==> src/rtl/tl_initiator.sv <==
// rtl/tl_initiator.sv - TileLink-UL single-outstanding initiator with response timeout

package TL;
    localparam logic [2:0] PutFullData    = 3'd0;
    localparam logic [2:0] PutPartialData = 3'd1;
    localparam logic [2:0] Get            = 3'd4;
    localparam logic [2:0] AccessAck      = 3'd0;
    localparam logic [2:0] AccessAckData  = 3'd1;

    typedef struct packed {
        logic        a_valid;
        logic [2:0]  a_opcode;
        logic [2:0]  a_param;
        logic [2:0]  a_size;
        logic [7:0]  a_source;
        logic [31:0] a_address;
        logic [3:0]  a_mask;
        logic [31:0] a_data;
        logic        a_ready;
    } tilelink_a;

    typedef struct packed {
        logic        d_valid;
        logic [2:0]  d_opcode;
        logic [1:0]  d_param;
        logic [2:0]  d_size;
        logic [7:0]  d_source;
        logic        d_sink;
        logic [31:0] d_data;
        logic        d_error;
    } tilelink_d;
endpackage

module tl_initiator #(
    parameter int TIMEOUT = 16
) (
    input  logic         clock,
    input  logic         reset,
    input  logic         cmd_valid,
    output logic         cmd_ready,
    input  logic         cmd_write,
    input  logic [31:0]  cmd_addr,
    input  logic [31:0]  cmd_wdata,
    input  logic [3:0]   cmd_mask,
    output TL::tilelink_a bus_tla,
    input  TL::tilelink_d bus_tld,
    output logic         rsp_valid,
    output logic [31:0]  rsp_rdata,
    output logic         rsp_error,
    output logic         rsp_timeout
);

    typedef enum logic [1:0] {ST_IDLE, ST_SEND, ST_WAIT} state_e;

    // A channel idles low with a_ready tied high, even straight out of reset
    localparam TL::tilelink_a TLA_RESET = '{a_ready: 1'b1, default: '0};

    state_e        state_q, state_d;
    logic [7:0]    cnt_q, cnt_d;
    logic          write_q, write_d;
    TL::tilelink_a tla_q, tla_d;
    logic          rsp_valid_q, rsp_valid_d;
    logic [31:0]   rsp_rdata_q, rsp_rdata_d;
    logic          rsp_error_q, rsp_error_d;
    logic          rsp_timeout_q, rsp_timeout_d;

    logic          d_hit;
    logic          expire;
    logic          op_bad;

    // Fields of the D beat this initiator has no use for
    logic unused_tld;
    assign unused_tld = ^{bus_tld.d_param, bus_tld.d_size, bus_tld.d_source, bus_tld.d_sink};

    assign d_hit  = (state_q == ST_WAIT) && bus_tld.d_valid;
    // A response in the last allowed cycle takes priority over the timeout
    assign expire = (state_q == ST_WAIT) && !bus_tld.d_valid && (cnt_q == 8'(TIMEOUT - 1));
    assign op_bad = write_q ? !(bus_tld.d_opcode == TL::AccessAck || bus_tld.d_opcode == TL::AccessAckData)
                            : (bus_tld.d_opcode != TL::AccessAckData);

    assign bus_tla     = tla_q;
    assign rsp_valid   = rsp_valid_q;
    assign rsp_rdata   = rsp_rdata_q;
    assign rsp_error   = rsp_error_q;
    assign rsp_timeout = rsp_timeout_q;

    // State, counter, latched command, A-channel and response registers
    always_ff @(posedge clock or posedge reset) begin
        if (reset) begin
            state_q       <= ST_IDLE;
            cnt_q         <= 8'd0;
            write_q       <= 1'b0;
            tla_q         <= TLA_RESET;
            rsp_valid_q   <= 1'b0;
            rsp_rdata_q   <= 32'd0;
            rsp_error_q   <= 1'b0;
            rsp_timeout_q <= 1'b0;
        end else begin
            state_q       <= state_d;
            cnt_q         <= cnt_d;
            write_q       <= write_d;
            tla_q         <= tla_d;
            rsp_valid_q   <= rsp_valid_d;
            rsp_rdata_q   <= rsp_rdata_d;
            rsp_error_q   <= rsp_error_d;
            rsp_timeout_q <= rsp_timeout_d;
        end
    end

    // Next state and WAIT-cycle counter
    always_comb begin
        state_d = state_q;
        cnt_d   = cnt_q;
        case (state_q)
            ST_IDLE: begin
                if (cmd_valid) state_d = ST_SEND;
            end
            ST_SEND: begin
                state_d = ST_WAIT;
                cnt_d   = 8'd0;
            end
            ST_WAIT: begin
                if (d_hit || expire) state_d = ST_IDLE;
                else                 cnt_d   = cnt_q + 8'd1;
            end
            default: state_d = ST_IDLE;
        endcase
    end

    // Outputs: command handshake, A beat build-up and response capture
    always_comb begin
        cmd_ready     = (state_q == ST_IDLE) && !reset;
        write_d       = write_q;
        tla_d         = tla_q;
        tla_d.a_valid = 1'b0;
        tla_d.a_ready = 1'b1;
        rsp_valid_d   = 1'b0;
        rsp_rdata_d   = rsp_rdata_q;
        rsp_error_d   = rsp_error_q;
        rsp_timeout_d = rsp_timeout_q;

        // The A beat is loaded at the accept edge so it is on the bus during SEND only
        if (state_q == ST_IDLE && cmd_valid) begin
            write_d          = cmd_write;
            tla_d.a_valid    = 1'b1;
            tla_d.a_param    = 3'd0;
            tla_d.a_size     = 3'd2;
            tla_d.a_source   = 8'd0;
            tla_d.a_address  = cmd_addr;
            if (cmd_write) begin
                tla_d.a_opcode = (cmd_mask == 4'hF) ? TL::PutFullData : TL::PutPartialData;
                tla_d.a_mask   = cmd_mask;
                tla_d.a_data   = cmd_wdata;
            end else begin
                tla_d.a_opcode = TL::Get;
                tla_d.a_mask   = 4'hF;
                tla_d.a_data   = 32'd0;
            end
        end

        if (d_hit) begin
            rsp_valid_d   = 1'b1;
            rsp_timeout_d = 1'b0;
            rsp_rdata_d   = write_q ? 32'd0 : bus_tld.d_data;
            rsp_error_d   = bus_tld.d_error | op_bad;
        end else if (expire) begin
            rsp_valid_d   = 1'b1;
            rsp_timeout_d = 1'b1;
            rsp_rdata_d   = 32'd0;
            rsp_error_d   = 1'b1;
        end
    end

endmodule

==> config.mk <==
export PLATFORM = sky130hd
export DESIGN_NAME = tl_initiator
export DESIGN_NICKNAME = d
export VERILOG_FILES = /design/src/rtl/tl_initiator.sv
export SDC_FILE = /design/constraint.sdc
export NUM_CORES = 1
export LEC_CHECK = 0
export CAP_MARGIN = 40
export CORE_MARGIN = 3
export CORE_UTILIZATION = 36
export CTS_CLUSTER_SIZE = 28
export DETAILED_ROUTE_END_ITERATION = 10
export PLACE_DENSITY_LB_ADDON = 0.05
export SYNTH_ARGS = -nofsm -noshare
export SYNTH_HDL_FRONTEND = slang
export SYNTH_SLANG_ARGS = --single-unit
==> constraint.sdc <==
create_clock -name clock -period 4.6 [get_ports clock]
set_clock_uncertainty 0.1 [all_clocks]
set_input_delay 0.69 -clock clock [delete_from_list [all_inputs] [get_ports clock]]
set_output_delay 0.69 -clock clock [all_outputs]
set_load 0.01 [all_outputs]
* After elaboration in Yosys (flattened, before gate mapping)
Cells that the tools add are included.
** Word-level totals
- Register bits after elaboration :: 119
- Input bits :: 123
- Output and inout port bits :: 123
- Logic and storage cells :: 58
** Operators by class
- $add $sub $neg :: 1
- Equal/unequal tests :: 9
- Mux-type cells :: 18
- Bitwise gates (word level) :: 1
- Reductions and logical operators :: 16
** Operator list (number)
- $mux 32 :: 3
- $mux 86 :: 1
- $mux 36 :: 1
- $pmux 8 s2 :: 1
- $add 8x1->8 const B :: 1
- $eq 8x4->1 const B :: 1
- $mux 8 :: 1
- $mux 1 :: 7
- $pmux 2 s3 :: 1
- $logic_and 1x1->1 :: 5
- $eq 4x4->1 const B :: 1
- $mux 2 :: 2
- $ne 2x2->1 const B :: 2
- $reduce_and 2->1 :: 2
- $reduce_bool 2->1 :: 2
- $eq 3x1->1 const B :: 1
- $logic_not 1->1 :: 3
- $logic_not 3->1 :: 1
- $mux 3 :: 1
- $ne 3x1->1 const B :: 1
- $eq 2x1->1 const B :: 1
- $eq 2x2->1 const B :: 1
- $logic_not 2->1 :: 1
- $logic_or 1x1->1 :: 2
- other kinds (2) :: 2

* Logic depth before layout (Yosys ltp)
- Depth after elaboration :: 6
- Mapped depth :: 7

* Least setup slack after synthesis
Ideal clock, no wire load.
- Path kind :: reg2reg
- Start :: reg cnt_q[4]
- End :: reg cnt_q[7]
- Library setup time :: 124 ps
- Data arrival time :: 1573 ps
- Path slack :: 2803 ps
- Cell stages (with the launch flop) :: 6
- Path buffers :: 1
- Cell sequence :: dfrtp_1 -> or4_4 -> o21ai_4 -> buf_6 -> nor3_1 -> a211o_1
** Between the ends
- Cells in the longest elaborated chain, start to end :: 5
- Elaborated cells on any way between the ends :: 8
** RTL lines
- from (decl) :: RTL line 59 : logic [7:0] cnt_q, cnt_d;
- from (signal assigned) :: RTL line 100 : cnt_q <= cnt_d;
- branches (longest 5 deep; another with $add 8x1->8)
Parallel ways; which one is timed is not known. The select of a mux whose other input is x is not followed.
A chain may end at the register's enable or synchronous reset.

* Final worst setup path
- Start :: in reset
- End :: out cmd_ready
** Between the ends
- Cells in the longest elaborated chain, start to end :: 2
** RTL lines
- from (decl) :: RTL line 38 : input logic reset,
- $logic_not 1->1 :: RTL line 132 : cmd_ready = (state_q == ST_IDLE) && !reset;
- $logic_and 1x1->1 :: RTL line 132
- to (decl) :: RTL line 40 : output logic cmd_ready,
No other way between the ends.

==> summary.md <==
| Metric | Value |
|---|---|
| Setup TNS | `0 ps` |
| Synth area leader | `dfrtp_1` |
| GPL Wtd Cong | `0.738` |
| CTS Buf Count | `17` |
| Starting Density | `37.0%` |
| Worst path required time | `3810 ps` |
| I/O Buffers | `216` |
| Syn. warnings | `0` |
| Metal2 WL | `6010 um` |
| CP endpoint kind | `output port` |
| Nets | `806` |
| Final count of pins violating max slew | `0` |
| Clk sinks | `118` |
| Worst Path Buf+Inv | `2` |
| CTS tree | `done` |
| HP Start | `bus_tla[2]` |
| First-pass GRT wire length | `20,600 um` |
| Maximum clock rate | `376 MHz` |
| CTS root buffer | `clkbuf_16` |
| Die Span Y | `120 um` |
| Via count | `3,994` |
| Resized Gates After CTS | `0` |
| Number of I/O pins | `246` |
| Mapped Area | `4690 um2` |
| Site Rows | `41` |
| First-pass detailed-route iteration total | `4` |
| Drt initial violations | `198` |
| Area of the core | `12,700 um2` |
| Die Footprint | `14,400 um2` |
| Clk_lat worst skew | `400 ps` |
| Post-Synthesis Cells | `466` |
| Tot Pwr | `0.00490 W` |
| GRT Util Overall | `18.4%` |
| CP Class | `primary input to output port` |
| Crit-path slowest cell | `clkdlybuf4s50_1` |
| Max Buffers Root-to-Sink | `2` |
| Max-Cap Viols | `0` |
| Syn avg cell area | `10.1 um2` |
| Hold Path Class | `register to register` |
| Crit path launch | `reset` |
| DRC viols | `0` |
| Area grow syn2layout | `60.8%` |
| Synth top area share | `63.0%` |
| Largest net degree at the start of global routing | `71` |
| Status | `finished clean` |
| Worst relative slew slack | `48.7%` |
| Clk slew on worst S/H paths | `50 ps` |
| Final WL | `13,100 um` |
| Cell area power density | `650 nW/um2` |
| Share of post-route cells with drive strength above 1 | `6.20%` |
| Tmin final | `2660 ps` |
| Top cell family by delay on the critical path | `buffers and inverters` |
| DP HPWL | `9250 um` |
| Routed Antenna Nets | `0` |
| M1 wire length | `5510 um` |
| Drt wl/cell | `15.1 um` |
| Dpl ws | `1930 ps` |
| Initial antenna violation count | `0` |
| Uppermost routed layer | `met4` |
| Unique masters post-synth | `36` |
| DR WL met3 | `1350 um` |
| Fin crit share | `57.7%` |
| Number of global-route vias before repair | `3,969` |
| # diodes | `0` |
| Cell mode on critical path | `clkdlybuf4s50_1` |
| Synth area leaders | `dfrtp_1, nand2_1, a22o_1` |
| # setup viols final | `0` |
| GRT overflow | `0` |
| Final worst slack | `1940 ps` |
| WP data arrival | `1870 ps` |
| Post-Place Cell Area | `6980 um2` |
| Number of synthesized register bits | `118` |
| Post-Layout Inst Area | `7540 um2` |
| Sequential fraction of the synthesis area | `63.0%` |
| Final hold violation count | `0` |
| RSZ-0062 raised after global routing | `false` |
| Post-CTS Setup Bufs | `0` |
| Leakage | `3.56 nW` |
| VDD IR-drop max | `0.265 mV` |
| Critical-path cell list | `clkdlybuf4s50_1 -> nor3_1 -> clkdlybuf4s50_1` |
| Max incr delay on CP | `570 ps` |
| CTS hold repair buffers | `0` |
| Vias per inst | `4.61` |
| Crit Path Max Fanout | `2` |
| Worst slew pin tran | `770 ps` |
| FF-to-FF Start | `state_q[0]` |
| Hold slack | `360 ps` |
| H-tree levels | `4` |
| Die width | `120 um` |
| Worst Setup Start Kind | `primary input` |
## per-layer routing
| metal | vias to the layer above | GRT usage, % |
|---|---|---|
| met5 | - | 0 |
| met4 | 0 | 6.66 |
| met3 | 18 | 8.39 |
| met2 | 159 | 28.5 |
| met1 | 1869 | 22.6 |
| li1 | 1948 | - |
## worst reg2reg max path, stage by stage (launching register included)
cell,delay (ps)
dfrtp_1,460
nor2b_1,290
nand2_1,130
nor2_2,570
buf_8,250
a22o_1,150
## state kept, by name, summed over array words and instances (netlist names)
name and flops:
bus_tla 72, rsp_rdata 32, cnt_q 8, state_q 2
rsp_error 1, rsp_timeout 1, rsp_valid 1, write_q 1
## cell usage after synthesis
cell type  count
inv_1         11
nand4_1        2
nor2_1         9
and2_1         1
nor2_2         1
o21ai_2        1
o21ai_4        1
nand3_1       41
nor3_1         4
a22o_1        32
a21oi_1        2
buf_1          3
buf_4         15
buf_6          1
nor2b_1        1
and4_1         1
nor3b_2        1
ha_1           1
nor3b_1        2
dfrtp_1      118
o21ai_0        2
a31oi_1        4
nand2_1      172
a211o_1        3
a32o_1         1
nand2b_1       2
nand4b_1       2
o22a_1         1
or3_1          1
o21ai_1        3
and3_1         1
conb_1         2
or4_4          1
buf_2          9
xnor2_1        1
clkbuf_1      13
## power breakdown
| part | switching, W | internal [W] |
|---|---|---|
| registers | 0.000244 | 0.00148 |
| clock network | 0.000424 | 0.000810 |
| logic | 0.000864 | 0.00107 |
## through the flow
stage / util (%) / cells
global route: 59.5 / 866
finish: 59.5 / 866
global placement: 54.8 / 833
floorplan: - / 479
CTS: 59.5 / 866
detailed placement: 55.1 / 835
## final timing paths
path / end / cells past startpoint / slack (ps)
worst max-delay path: cmd_ready / 3 / 1940
worst min-delay path: bus_tla[2] / 2 / 360
worst max register to register: rsp_rdata[22] / 5 / 2580
worst min register to register: bus_tla[2] / 2 / 360
max in group asynchronous: rsp_rdata[6] / 3 / 2790
min in group asynchronous: bus_tla[56] / 2 / 690
## placed cells by master (no fill, tap or decap), types with 2 or more instances in the layout
master           synthesis  final
dfrtp_1                118    118
clkinv_2                 0      2
a22o_1                  32     32
a31oi_1                  4      4
nor3b_1                  2      2
conb_1                   2     15
a21oi_1                  2      2
o21ai_1                  3      3
nor3_1                   4      4
o21ai_0                  2      2
nor2_1                   9      8
inv_1                   11      9
clkdlybuf4s50_1          0    216
nand2b_1                 2      2
nand4_1                  2      2
nor2_2                   1      2
nand4b_1                 2      2
buf_4                   15      7
clkbuf_1                13      6
a211o_1                  3      3
nand3_1                 41     41
clkbuf_16                0     17
clkbuf_8                 0      5
nand2_1                172    171
## cell type report
class	count	area (um2)
clock buffers	28	517
inverters	11	43.8
well taps	172	215
clock inverters	3	40.0
repair buffers	225	2250
fillers	1111	5130
multi-input cells	309	1520
flip-flops and latches	118	2950
## logic make-up (layout without fill, tap and decap cells)
group,after synthesis,count (layout),synth area share [%]
other,2,15,0.160
buffers and inverters,52,267,5.76
flip-flops,118,118,63.0
XOR/XNOR,1,1,0.187
AO/OA/AOI/OAI,50,50,8.75
adder cells (fa/ha/maj),1,1,0.267
AND/OR/NAND/NOR,242,242,21.9
No activity file was read; power rests on OpenSTA's default activity.
